File: src/rtl/cpu_pkg.sv
// Shared CPU definitions: opcodes, instruction field positions, bubble word and
// the ID/EX pipeline register layout for the default 16-bit datapath.
package cpu_pkg;

  localparam int unsigned CPU_DATA_W = 16;
  localparam logic [15:0] BUBBLE_INSTR_DEF = 16'h000F;

  localparam int unsigned OP_LSB    = 0;
  localparam int unsigned OP_MSB    = 3;
  localparam int unsigned IMM_BIT   = 4;
  localparam int unsigned RX_LSB    = 5;
  localparam int unsigned RX_MSB    = 7;
  localparam int unsigned RY_LSB    = 8;
  localparam int unsigned RY_MSB    = 10;
  localparam int unsigned IMM8_LSB  = 8;
  localparam int unsigned IMM11_LSB = 5;
  localparam int unsigned INSTR_MSB = 15;

  typedef enum logic [3:0] {
    OP_MV   = 4'd0,
    OP_ADD  = 4'd1,
    OP_SUB  = 4'd2,
    OP_CMP  = 4'd3,
    OP_ST   = 4'd4,
    OP_LD   = 4'd5,
    OP_MVHI = 4'd6,
    OP_JMP  = 4'd8,
    OP_JZ   = 4'd9,
    OP_JNZ  = 4'd10,
    OP_CALL = 4'd12
  } opcode_e;

  typedef struct packed {
    logic                  valid;
    logic [15:0]           instr;
    logic [CPU_DATA_W-1:0] pc;
    logic [CPU_DATA_W-1:0] opx;
    logic [CPU_DATA_W-1:0] opy;
    logic [CPU_DATA_W-1:0] imm;
  } id_ex_t;

endpackage

File: src/rtl/cpu_src_use.sv
// Opcode decode for the read side: which of Rx/Ry an instruction reads and its
// sign-extended immediate.
module cpu_src_use
  import cpu_pkg::*;
#(
  parameter int unsigned DATA_W = 16
) (
  input  logic [15:0]       instr,
  output logic              use_x,
  output logic              use_y,
  output logic [DATA_W-1:0] imm
);

  logic        is_imm;
  logic [7:0]  imm8;
  logic [10:0] imm11;
  logic [DATA_W-1:0] sext_imm8;
  logic [DATA_W-1:0] jmp_imm;

  assign is_imm    = instr[IMM_BIT];
  assign imm8      = instr[INSTR_MSB:IMM8_LSB];
  assign imm11     = instr[INSTR_MSB:IMM11_LSB];
  assign sext_imm8 = {{(DATA_W-8){imm8[7]}}, imm8};
  assign jmp_imm   = {{(DATA_W-12){imm11[10]}}, imm11, 1'b0};

  always_comb begin
    use_x = 1'b0;
    use_y = 1'b0;
    imm   = '0;
    case (instr[OP_MSB:OP_LSB])
      OP_MV: begin
        use_y = !is_imm;
        imm   = sext_imm8;
      end
      OP_ADD, OP_SUB, OP_CMP: begin
        use_x = 1'b1;
        use_y = !is_imm;
        imm   = sext_imm8;
      end
      OP_ST: begin
        use_x = 1'b1;
        use_y = 1'b1;
        imm   = sext_imm8;
      end
      OP_LD: begin
        use_y = 1'b1;
        imm   = sext_imm8;
      end
      OP_MVHI: begin
        use_x = 1'b1;
        imm   = sext_imm8;
      end
      OP_JMP, OP_JZ, OP_JNZ, OP_CALL: begin
        use_x = !is_imm;
        imm   = jmp_imm;
      end
      default: ;
    endcase
  end

endmodule

File: src/rtl/cpu_rf_read.sv
// Register-file read / operand-fetch stage with RAW hazard resolution and the
// ID/EX pipeline register. Define CPU_RF_FWD_EN to enable EX/WB forwarding.
module cpu_rf_read
  import cpu_pkg::*;
#(
  parameter int unsigned DATA_W       = 16,
  parameter logic [15:0] BUBBLE_INSTR = BUBBLE_INSTR_DEF
) (
  input  logic              clk,
  input  logic              reset,
  input  logic              in_valid,
  input  logic [15:0]       in_instr,
  input  logic [DATA_W-1:0] in_pc,
  output logic              in_ready,
  output logic [2:0]        rf_raddr_x,
  output logic [2:0]        rf_raddr_y,
  input  logic [DATA_W-1:0] rf_rdata_x,
  input  logic [DATA_W-1:0] rf_rdata_y,
  input  logic              ex_wr,
  input  logic [2:0]        ex_waddr,
  input  logic [DATA_W-1:0] ex_wdata,
  input  logic              ex_is_ld,
  input  logic              wb_wr,
  input  logic [2:0]        wb_waddr,
  input  logic [DATA_W-1:0] wb_wdata,
  input  logic              wb_ld_r7,
  input  logic [DATA_W-1:0] wb_r7_data,
  input  logic              ex_stall,
  input  logic              flush,
  output logic              out_valid,
  output logic [15:0]       out_instr,
  output logic [DATA_W-1:0] out_pc,
  output logic [DATA_W-1:0] out_opx,
  output logic [DATA_W-1:0] out_opy,
  output logic [DATA_W-1:0] out_imm
);

  typedef struct packed {
    logic              valid;
    logic [15:0]       instr;
    logic [DATA_W-1:0] pc;
    logic [DATA_W-1:0] opx;
    logic [DATA_W-1:0] opy;
    logic [DATA_W-1:0] imm;
  } stage_t;

  localparam stage_t BUBBLE = '{valid: 1'b0, instr: BUBBLE_INSTR, default: '0};

  logic [2:0]        rx;
  logic [2:0]        ry;
  logic              use_x;
  logic              use_y;
  logic [DATA_W-1:0] imm;
  logic              hazard;
  logic [DATA_W-1:0] opx;
  logic [DATA_W-1:0] opy;
  stage_t            stage_q;

  assign rx         = in_instr[RX_MSB:RX_LSB];
  assign ry         = in_instr[RY_MSB:RY_LSB];
  assign rf_raddr_x = rx;
  assign rf_raddr_y = ry;

  cpu_src_use #(.DATA_W(DATA_W)) u_src_use (
    .instr (in_instr),
    .use_x (use_x),
    .use_y (use_y),
    .imm   (imm)
  );

`ifdef CPU_RF_FWD_EN
  // A load in EX has no result yet; everything else is forwarded by priority.
  function automatic logic ld_pending(input logic [2:0] s);
    return ex_wr && ex_is_ld && (ex_waddr == s);
  endfunction

  function automatic logic [DATA_W-1:0] fwd_operand(input logic [2:0] s,
                                                    input logic [DATA_W-1:0] rf_data);
    if (ex_wr && !ex_is_ld && (ex_waddr == s)) return ex_wdata;
    if (wb_ld_r7 && (s == 3'd7))               return wb_r7_data;
    if (wb_wr && (wb_waddr == s))              return wb_wdata;
    return rf_data;
  endfunction

  always_comb begin
    hazard = in_valid && ((use_x && ld_pending(rx)) || (use_y && ld_pending(ry)));
    opx    = use_x ? fwd_operand(rx, rf_rdata_x) : '0;
    opy    = use_y ? fwd_operand(ry, rf_rdata_y) : '0;
  end
`else
  // Without forwarding, wait until no in-flight write targets a used source.
  function automatic logic write_pending(input logic [2:0] s);
    return (ex_wr && (ex_waddr == s)) || (wb_wr && (wb_waddr == s)) ||
           (wb_ld_r7 && (s == 3'd7));
  endfunction

  always_comb begin
    hazard = in_valid && ((use_x && write_pending(rx)) || (use_y && write_pending(ry)));
    opx    = use_x ? rf_rdata_x : '0;
    opy    = use_y ? rf_rdata_y : '0;
  end

  logic unused_fwd_inputs;
  assign unused_fwd_inputs = ^{ex_wdata, ex_is_ld, wb_wdata, wb_r7_data};
`endif

  assign in_ready = flush || (!ex_stall && !hazard);

  always_ff @(posedge clk or posedge reset) begin
    if (reset) begin
      stage_q <= BUBBLE;
    end else if (flush) begin
      stage_q <= BUBBLE;
    end else if (!ex_stall) begin
      if (in_valid && !hazard) begin
        stage_q <= '{valid: 1'b1, instr: in_instr, pc: in_pc, opx: opx, opy: opy, imm: imm};
      end else begin
        stage_q <= BUBBLE;
      end
    end
  end

  assign out_valid = stage_q.valid;
  assign out_instr = stage_q.instr;
  assign out_pc    = stage_q.pc;
  assign out_opx   = stage_q.opx;
  assign out_opy   = stage_q.opy;
  assign out_imm   = stage_q.imm;

endmodule

File: config.mk
export PLATFORM = sky130hd
export DESIGN_NAME = cpu_rf_read
export DESIGN_NICKNAME = d
export VERILOG_FILES = /design/src/rtl/cpu_pkg.sv /design/src/rtl/cpu_src_use.sv /design/src/rtl/cpu_rf_read.sv
export SDC_FILE = /design/constraint.sdc
export NUM_CORES = 1
export LEC_CHECK = 0
export BUFFER_PORTS_ARGS = -buffer_cell sky130_fd_sc_hd__buf_2
export CORE_MARGIN = 5
export CORE_UTILIZATION = 38
export CTS_BUF_LIST = sky130_fd_sc_hd__clkbuf_8 sky130_fd_sc_hd__clkbuf_16
export CTS_CLUSTER_SIZE = 12
export DETAILED_ROUTE_END_ITERATION = 10
export PLACE_DENSITY = 0.84
export SETUP_SLACK_MARGIN = 0.05
export SKIP_LAST_GASP = 1
export SLEW_MARGIN = 20
export SYNTH_ARGS = -nofsm -noshare
export SYNTH_HDL_FRONTEND = slang
export SYNTH_SLANG_ARGS = --single-unit
File: constraint.sdc
create_clock -name clk -period 2.7 [get_ports clk]
set_input_delay 0.81 -clock clk [delete_from_list [all_inputs] [get_ports clk]]
set_output_delay 0.81 -clock clk [all_outputs]
set_load 0.05 [all_outputs]
==> results of run 1 <==
-- Yosys cell counts --
cell type / instances / area, µm²
a22o_1: 81 / 709.4
dfrtp_1: 73 / 1827
xnor2_1: 12 / 105.1
buf_4: 10 / 75.07
clkbuf_1: 9 / 33.78
a21oi_1: 7 / 35.03
buf_6: 6 / 67.56
inv_1: 6 / 22.52
nor2_1: 6 / 22.52
dfstp_2: 4 / 105.1
nand4_1: 4 / 25.02
clkbuf_2: 3 / 15.01
nor4_4: 2 / 42.54
a21o_1: 1 / 7.510
a22oi_1: 1 / 7.510
a31oi_1: 1 / 6.260
a31oi_2: 1 / 12.51
a32o_1: 1 / 10.01
a41oi_1: 1 / 8.760
and4_1: 1 / 8.760
buf_1: 1 / 3.750
buf_2: 1 / 5.000
mux2i_1: 1 / 10.01
nand2_1: 1 / 3.750
nand2b_1: 1 / 6.260
nand3_4: 1 / 17.52
nor2_4: 1 / 11.26
nor2b_1: 1 / 6.260
nor3_1: 1 / 5.000
nor3_4: 1 / 16.27
o211ai_1: 1 / 7.510
o21a_1: 1 / 7.510
o21ai_4: 1 / 16.27
o31a_1: 1 / 8.760
or4_4: 1 / 11.26
-- power by group --
group,total [µW],switching (µW),internal (µW)
Clock,885,428,457
Sequential,1210,20.4,1190
Combinational,501,329,173
-- layer usage --
metal | vias up | track usage [%]
met5 | - | 0
met4 | 0 | 5.080
met3 | 13 | 4.736
met2 | 117 | 26.79
met1 | 1327 | 20.58
li1 | 1279 | -
-- final cells by class --
| class | instances | share of cell area, % |
|---|---|---|
| sequential | 77 | 41.84 |
| multi-input combinational | 132 | 25.88 |
| timing repair buffer | 197 | 24.28 |
| clock buffer | 10 | 2.981 |
| tap | 108 | 2.927 |
| clock inverter | 6 | 1.518 |
| inverter | 6 | 0.5691 |
-- stage by stage --
stage / worst slack (ns) / std cells
floorplan: -0.1205 / 245
global placement: -0.2408 / 518
detailed placement: -0.2575 / 518
CTS: -0.1500 / 535
global route: -0.1968 / 536
finish: -0.1106 / 536
-- cells by family after synthesis --
logic type	count (synthesis)	share of synthesized area, %
buffers and inverters	36	6.783
multiplexers	1	0.3049
AO/OA/AOI/OAI	98	25.50
flip-flops	77	58.84
XOR/XNOR	12	3.201
AND/OR/NAND/NOR	21	5.373
-- how the worst max path moves through the flow --
stage	from	end	slack (ns)	cells after the start
2_1_floorplan	in_instr[2]	in_ready	-0.12	6
3_3_place_gp	in_instr[1]	in_ready	-0.24	7
3_5_place_dp	in_instr[1]	in_ready	-0.26	7
4_1_cts	in_instr[0]	in_ready	-0.15	7
5_1_grt	in_instr[10]	in_ready	-0.20	7
6_report	in_instr[7]	in_ready	-0.11	7
-- sequential cells by signal, indices dropped and copies added, names as in the netlist --
signal,flops
out_opy,16
out_imm,12
out_opx,16
out_instr,16
out_valid,1
out_pc,16
-- what timing repair did --
item / 4_1_cts / 5_1_grt
resized for setup: 11 / 3
pin swaps: 7 / 6
cloned: 0 / 0
setup endpoints to repair: 1 / 1
buffers inserted: 1 / 1
==> impl_metrics.tcl, run 1 <==
set metrics [dict create \
    drt_first_pass_iters 4 \
    met1_length_um 3599 \
    htreeDepth 3 \
    ios 215 \
    cts_inserted_buffers 9 \
    clk_latency_ns 0.35 \
    grt_pass1_wl_um 13300 \
    violations "setup timing" \
    avgSynthCellArea_um2 13.40 \
    ys_types 35 \
    wl_um 9077 \
    grt_use_total_pct 16.23 \
    syn_area_mm2 0.003283 \
    r2r_cells 2 \
    power_leakage_uw 0.002513 \
    root_buffer "clkbuf_8" \
    grt_max_degree 43 \
    tns_ns -0.1106 \
    first_iter_violations 113 \
    vias_per_cell 5.104 \
    top_layer "met4" \
    ff_latch_area_mm2 0.001932 \
    core_area_mm2 0.008551 \
    drc 0 \
    row_count 34 \
    final_util_pct 53.99 \
    ys_seq_area_share_pct 58.84 \
    irDropWorstVdd_uv 250.0 \
    min_path_type "flop to flop" \
    final_cell_area_mm2 0.004617 \
    whs_path_depth 1 \
    wl_met3_um 706 \
    syn2layout_area_growth_pct 40.63 \
    hold_buffers 0 \
    critPathTopFamily "compound AO/OA/AOI/OAI gates" \
    die_w_um 103.0 \
    cp-start-kind "primary input" \
    clockBufferDepth 2 \
    r2r_slack_ns 1.90 \
    tightest_slew_ns 0.7991 \
    final-setup-viol-count 1 \
    synthCells 245 \
    crit_type "primary input to primary output" \
    antenna_found_initial 0 \
    power_density_mw_per_mm2 562.5 \
    clock-sinks 77 \
    hold_path_startpoint "out_valid" \
    wl_per_cell_um 16.93 \
    initial_core_util_pct 38.40 \
    routed-via-count 2736 \
    post-route-period-util_pct 104.1 \
    r2r-end "out_instr[1]" \
    end_kind "primary output" \
    cts_tree "done" \
    r2r-start "out_instr[1]" \
    crit_buf_inv 2 \
    crit_path_max_incr_delay_ns 0.28 \
    antennaDiodeCount 0 \
    skew_ns 0 \
    hold_viol 0 \
    whs_endpoint "out_valid" \
    cp.required_ns 1.89 \
    mostFrequentLayoutCells "buf_2, a22o_1, dfrtp_1, buf_4, clkbuf_8" \
    place_area_mm2 0.004323 \
    die-area_mm2 0.01060 \
    die_y_um 103.0 \
    fin_nets 550 \
    cap_viol_max_count 0 \
    critPathSlowestCell "o31a_4" \
    power_uw 2597 \
    grt_pass1_vias 2691 \
    syn-num-nets 372 \
    grt.overflow.total 0 \
    setup_ws_ns -0.1106 \
    hold_ws_ns 0.4831 \
    nFillCells 733 \
    clk_pin_slew_ns 0.09 \
    synth_seq_cells 77 \
    ant_nets 0 \
    io_buffers 165 \
    drive_gt1_share_pct 54.91 \
    period_needed_ns 2.811 \
    status "finished with violations" \
    yosysWarnings 0 \
    cp_max_fo 4 \
    multiInputGateArea_mm2 0.001195 \
    worstPathCellList "buf_2, xnor2_1, a41oi_2, a21oi_2, nor2_2, o31a_4, buf_8" \
    max_freq_ghz 0.3558 \
    routabilityCongestion 0.7866 \
    hpwl_um 6834 \
    rsz0062_at_grt "yes" \
    slew_viol_final 0 \
    worstPathArrival_ns 2.00 \
    max-slew-margin-rel_pct 46.53 \
    final_common_cell "buf_2" \
    dr_wl_met2_um 4643 \
]
Note: power is estimated with default switching activity, not from simulation.
==> inputs of run 2 (changes only) <==
--- a/config.mk
+++ b/config.mk
@@ -7,14 +7,14 @@
 export LEC_CHECK = 0
 export BUFFER_PORTS_ARGS = -buffer_cell sky130_fd_sc_hd__buf_2
 export CORE_MARGIN = 5
-export CORE_UTILIZATION = 38
+export CORE_UTILIZATION = 40
 export CTS_BUF_LIST = sky130_fd_sc_hd__clkbuf_8 sky130_fd_sc_hd__clkbuf_16
 export CTS_CLUSTER_SIZE = 12
 export DETAILED_ROUTE_END_ITERATION = 10
-export PLACE_DENSITY = 0.84
+export PLACE_DENSITY = 0.85
 export SETUP_SLACK_MARGIN = 0.05
 export SKIP_LAST_GASP = 1
-export SLEW_MARGIN = 20
 export SYNTH_ARGS = -nofsm -noshare
 export SYNTH_HDL_FRONTEND = slang
+export SYNTH_HIERARCHICAL = 1
 export SYNTH_SLANG_ARGS = --single-unit
==> impl_metrics.tcl, run 2 <==
set metrics [dict create \
    cp_max_fo 3 \
    p_comb_share_pct 19.5 \
    seqPwrFrac_pct 44.3 \
    hpwl_um 7922 \
    io_buffers 165 \
    core_area_mm2 0.009240 \
    ios 215 \
    r2r_slack_ns 1.96 \
    met1_length_um 4593 \
    tns_ns -0.3809 \
    hold_viol 0 \
    wl_met3_um 865 \
    cts_inserted_buffers 9 \
    avgSynthCellArea_um2 10.88 \
    initial_core_util_pct 41.08 \
    place_area_mm2 0.004848 \
    final-setup-viol-count 1 \
    grt_pass1_wl_um 17100 \
    crit_type "primary input to primary output" \
    skew_ns 0 \
    syn-num-nets 476 \
    cts_tree "done" \
    p_clk_share_pct 36.2 \
    hold_buffers 0 \
    ant_nets 0 \
    die_w_um 107.4 \
    grt_max_degree 82 \
    synthCells 349 \
    synth_top_area_cell "dfrtp_1" \
    antenna_found_initial 0 \
    mostFrequentLayoutCells "buf_2, dfrtp_1, nand2_1, a32o_2" \
    dr_wl_met2_um 5131 \
    ys_async_sr_fraction_pct 100.0 \
    wl_um 10820 \
    yosysMostFrequentCell "dfrtp_1" \
    row_count 35 \
    cp-start-kind "primary input" \
    max-slew-margin-rel_pct 48.09 \
    top_layer "met4" \
    setup_ws_ns -0.3809 \
    period_needed_ns 3.081 \
    violations "setup timing" \
    root_buffer "clkbuf_8" \
    power_density_mw_per_mm2 560.1 \
    max_freq_ghz 0.3246 \
    nFillCells 835 \
    grt.overflow.total 0 \
    rsz0062_at_grt "yes" \
    post-route-period-util_pct 114.1 \
    first_iter_violations 227 \
    die_y_um 107.4 \
    fin_nets 644 \
    irDropWorstVdd_uv 280.8 \
    grt_pass1_vias 3417 \
    drc 0 \
    worstPathArrival_ns 2.27 \
    syn2layout_area_growth_pct 35.27 \
    p_switching_uw 828.1 \
    tightest_slew_ns 0.7786 \
    end_kind "primary output" \
    synthFlopType "dfrtp_1" \
    drt_first_pass_iters 5 \
    ys_types 33 \
    grt_use_total_pct 18.71 \
    final_common_cell "buf_2" \
    final_cell_area_mm2 0.005135 \
    status "finished with violations" \
    clk_pin_slew_ns 0.07 \
    yosys-top-cells-count "dfrtp_1, nand2_1, a32o_2, o31ai_1, clkbuf_1" \
    synth-edff-count 0 \
    antennaDiodeCount 0 \
    cp.required_ns 1.89 \
    vias_per_cell 5.244 \
    synth_top_cell_area_share_pct 50.76 \
    routed-via-count 3414 \
    clockBufferDepth 2 \
    min_path_type "flop to flop" \
    p_int_uw 2048 \
    ys_seq_area_share_pct 53.53 \
    syn_area_mm2 0.003796 \
    synthTopCellsByArea "dfrtp_1, a32o_2, nand2_1" \
    swShare_pct 28.79 \
    routabilityCongestion 0.7642 \
    clock-sinks 81 \
    die-area_mm2 0.01154 \
    synth_seq_cells 81 \
    htreeDepth 3 \
    wl_per_cell_um 16.61 \
    yosysWarnings 6 \
    power_leakage_uw 0.002838 \
    drive_gt1_share_pct 51.34 \
    cap_viol_max_count 0 \
    clk_latency_ns 0.34 \
    slew_viol_final 0 \
]
[run 2: per-layer routing]
metal	up-vias	track usage (%)
met5	-	0
met2	132	30.25
li1	1614	-
met1	1648	23.75
met3	20	5.219
met4	0	7.484
[run 2: worst paths after layout]
path	start	endpoint	cells after the start
setup reg to reg	out_pc[6]	out_pc[6]	1
hold / removal	out_opy[9]	out_opy[9]	2
setup / recovery	in_instr[4]	in_ready	9
max in group asynchronous	reset	out_instr[0]	3
min in group asynchronous	reset	out_opx[13]	3
hold reg to reg	out_opy[9]	out_opy[9]	2
[run 2: per-stage QoR]
step	std cells	hold WS, ns	utilization, %	setup slack, ns	power [µW]
2_1_floorplan	349	0.6213	-	-0.3710	1665
3_3_place_gp	633	0.4543	52.47	-0.5090	1837
3_5_place_dp	633	0.4631	52.47	-0.5545	1850
4_1_cts	651	0.4806	55.44	-0.3982	2909
5_1_grt	651	0.5013	55.57	-0.4611	3009
6_report	651	0.4754	55.57	-0.3809	2876
[run 2: cell families after synthesis]
group	share of synthesized area, %
and+or+nand+nor	12.16
xor gates and xnor gates	2.769
buffers and inverters	7.482
AOI/OAI and AO/OA	24.06
DFF	53.53
[run 2: critical path, stage by stage]
cell      delay (ns)
buf_2           0.12
nor2b_1         0.13
a211oi_2        0.22
buf_4           0.17
nand2_1         0.05
or4_4           0.43
nand3_4         0.11
o31ai_4         0.06
buf_6           0.17
[run 2: final cells by class]
cell class	count	area (µm²)	share of cell area, %
Clock buffer	9	123.9	2.412
Clock inverter	7	112.6	2.193
Inverter	4	21.27	0.4142
Multi-Input combinational cell	220	1531	29.82
Sequential cell	81	2032	39.57
Tap cell	129	161.4	3.143
Timing Repair Buffer	201	1152	22.44
[run 2: power by group through the flow]
| stage | Combinational [µW] | Sequential (µW) | Clock [µW] |
|---|---|---|---|
| 2_1_floorplan | 230 | 1440 | 0 |
| 3_3_place_gp | 542 | 1290 | 0 |
| 3_5_place_dp | 554 | 1300 | 0 |
| 4_1_cts | 562 | 1270 | 1070 |
| 5_1_grt | 601 | 1280 | 1130 |
| 6_report | 561 | 1270 | 1040 |
[run 2: timing repair]
action / 4_1_cts / 5_1_grt
buffers inserted: 2 / 0
cloned: 0 / 0
resized for setup: 6 / 4
hold endpoints to repair: 0 / 0
endpoints found under the setup margin: 45 / 82
pin swaps: 2 / 1
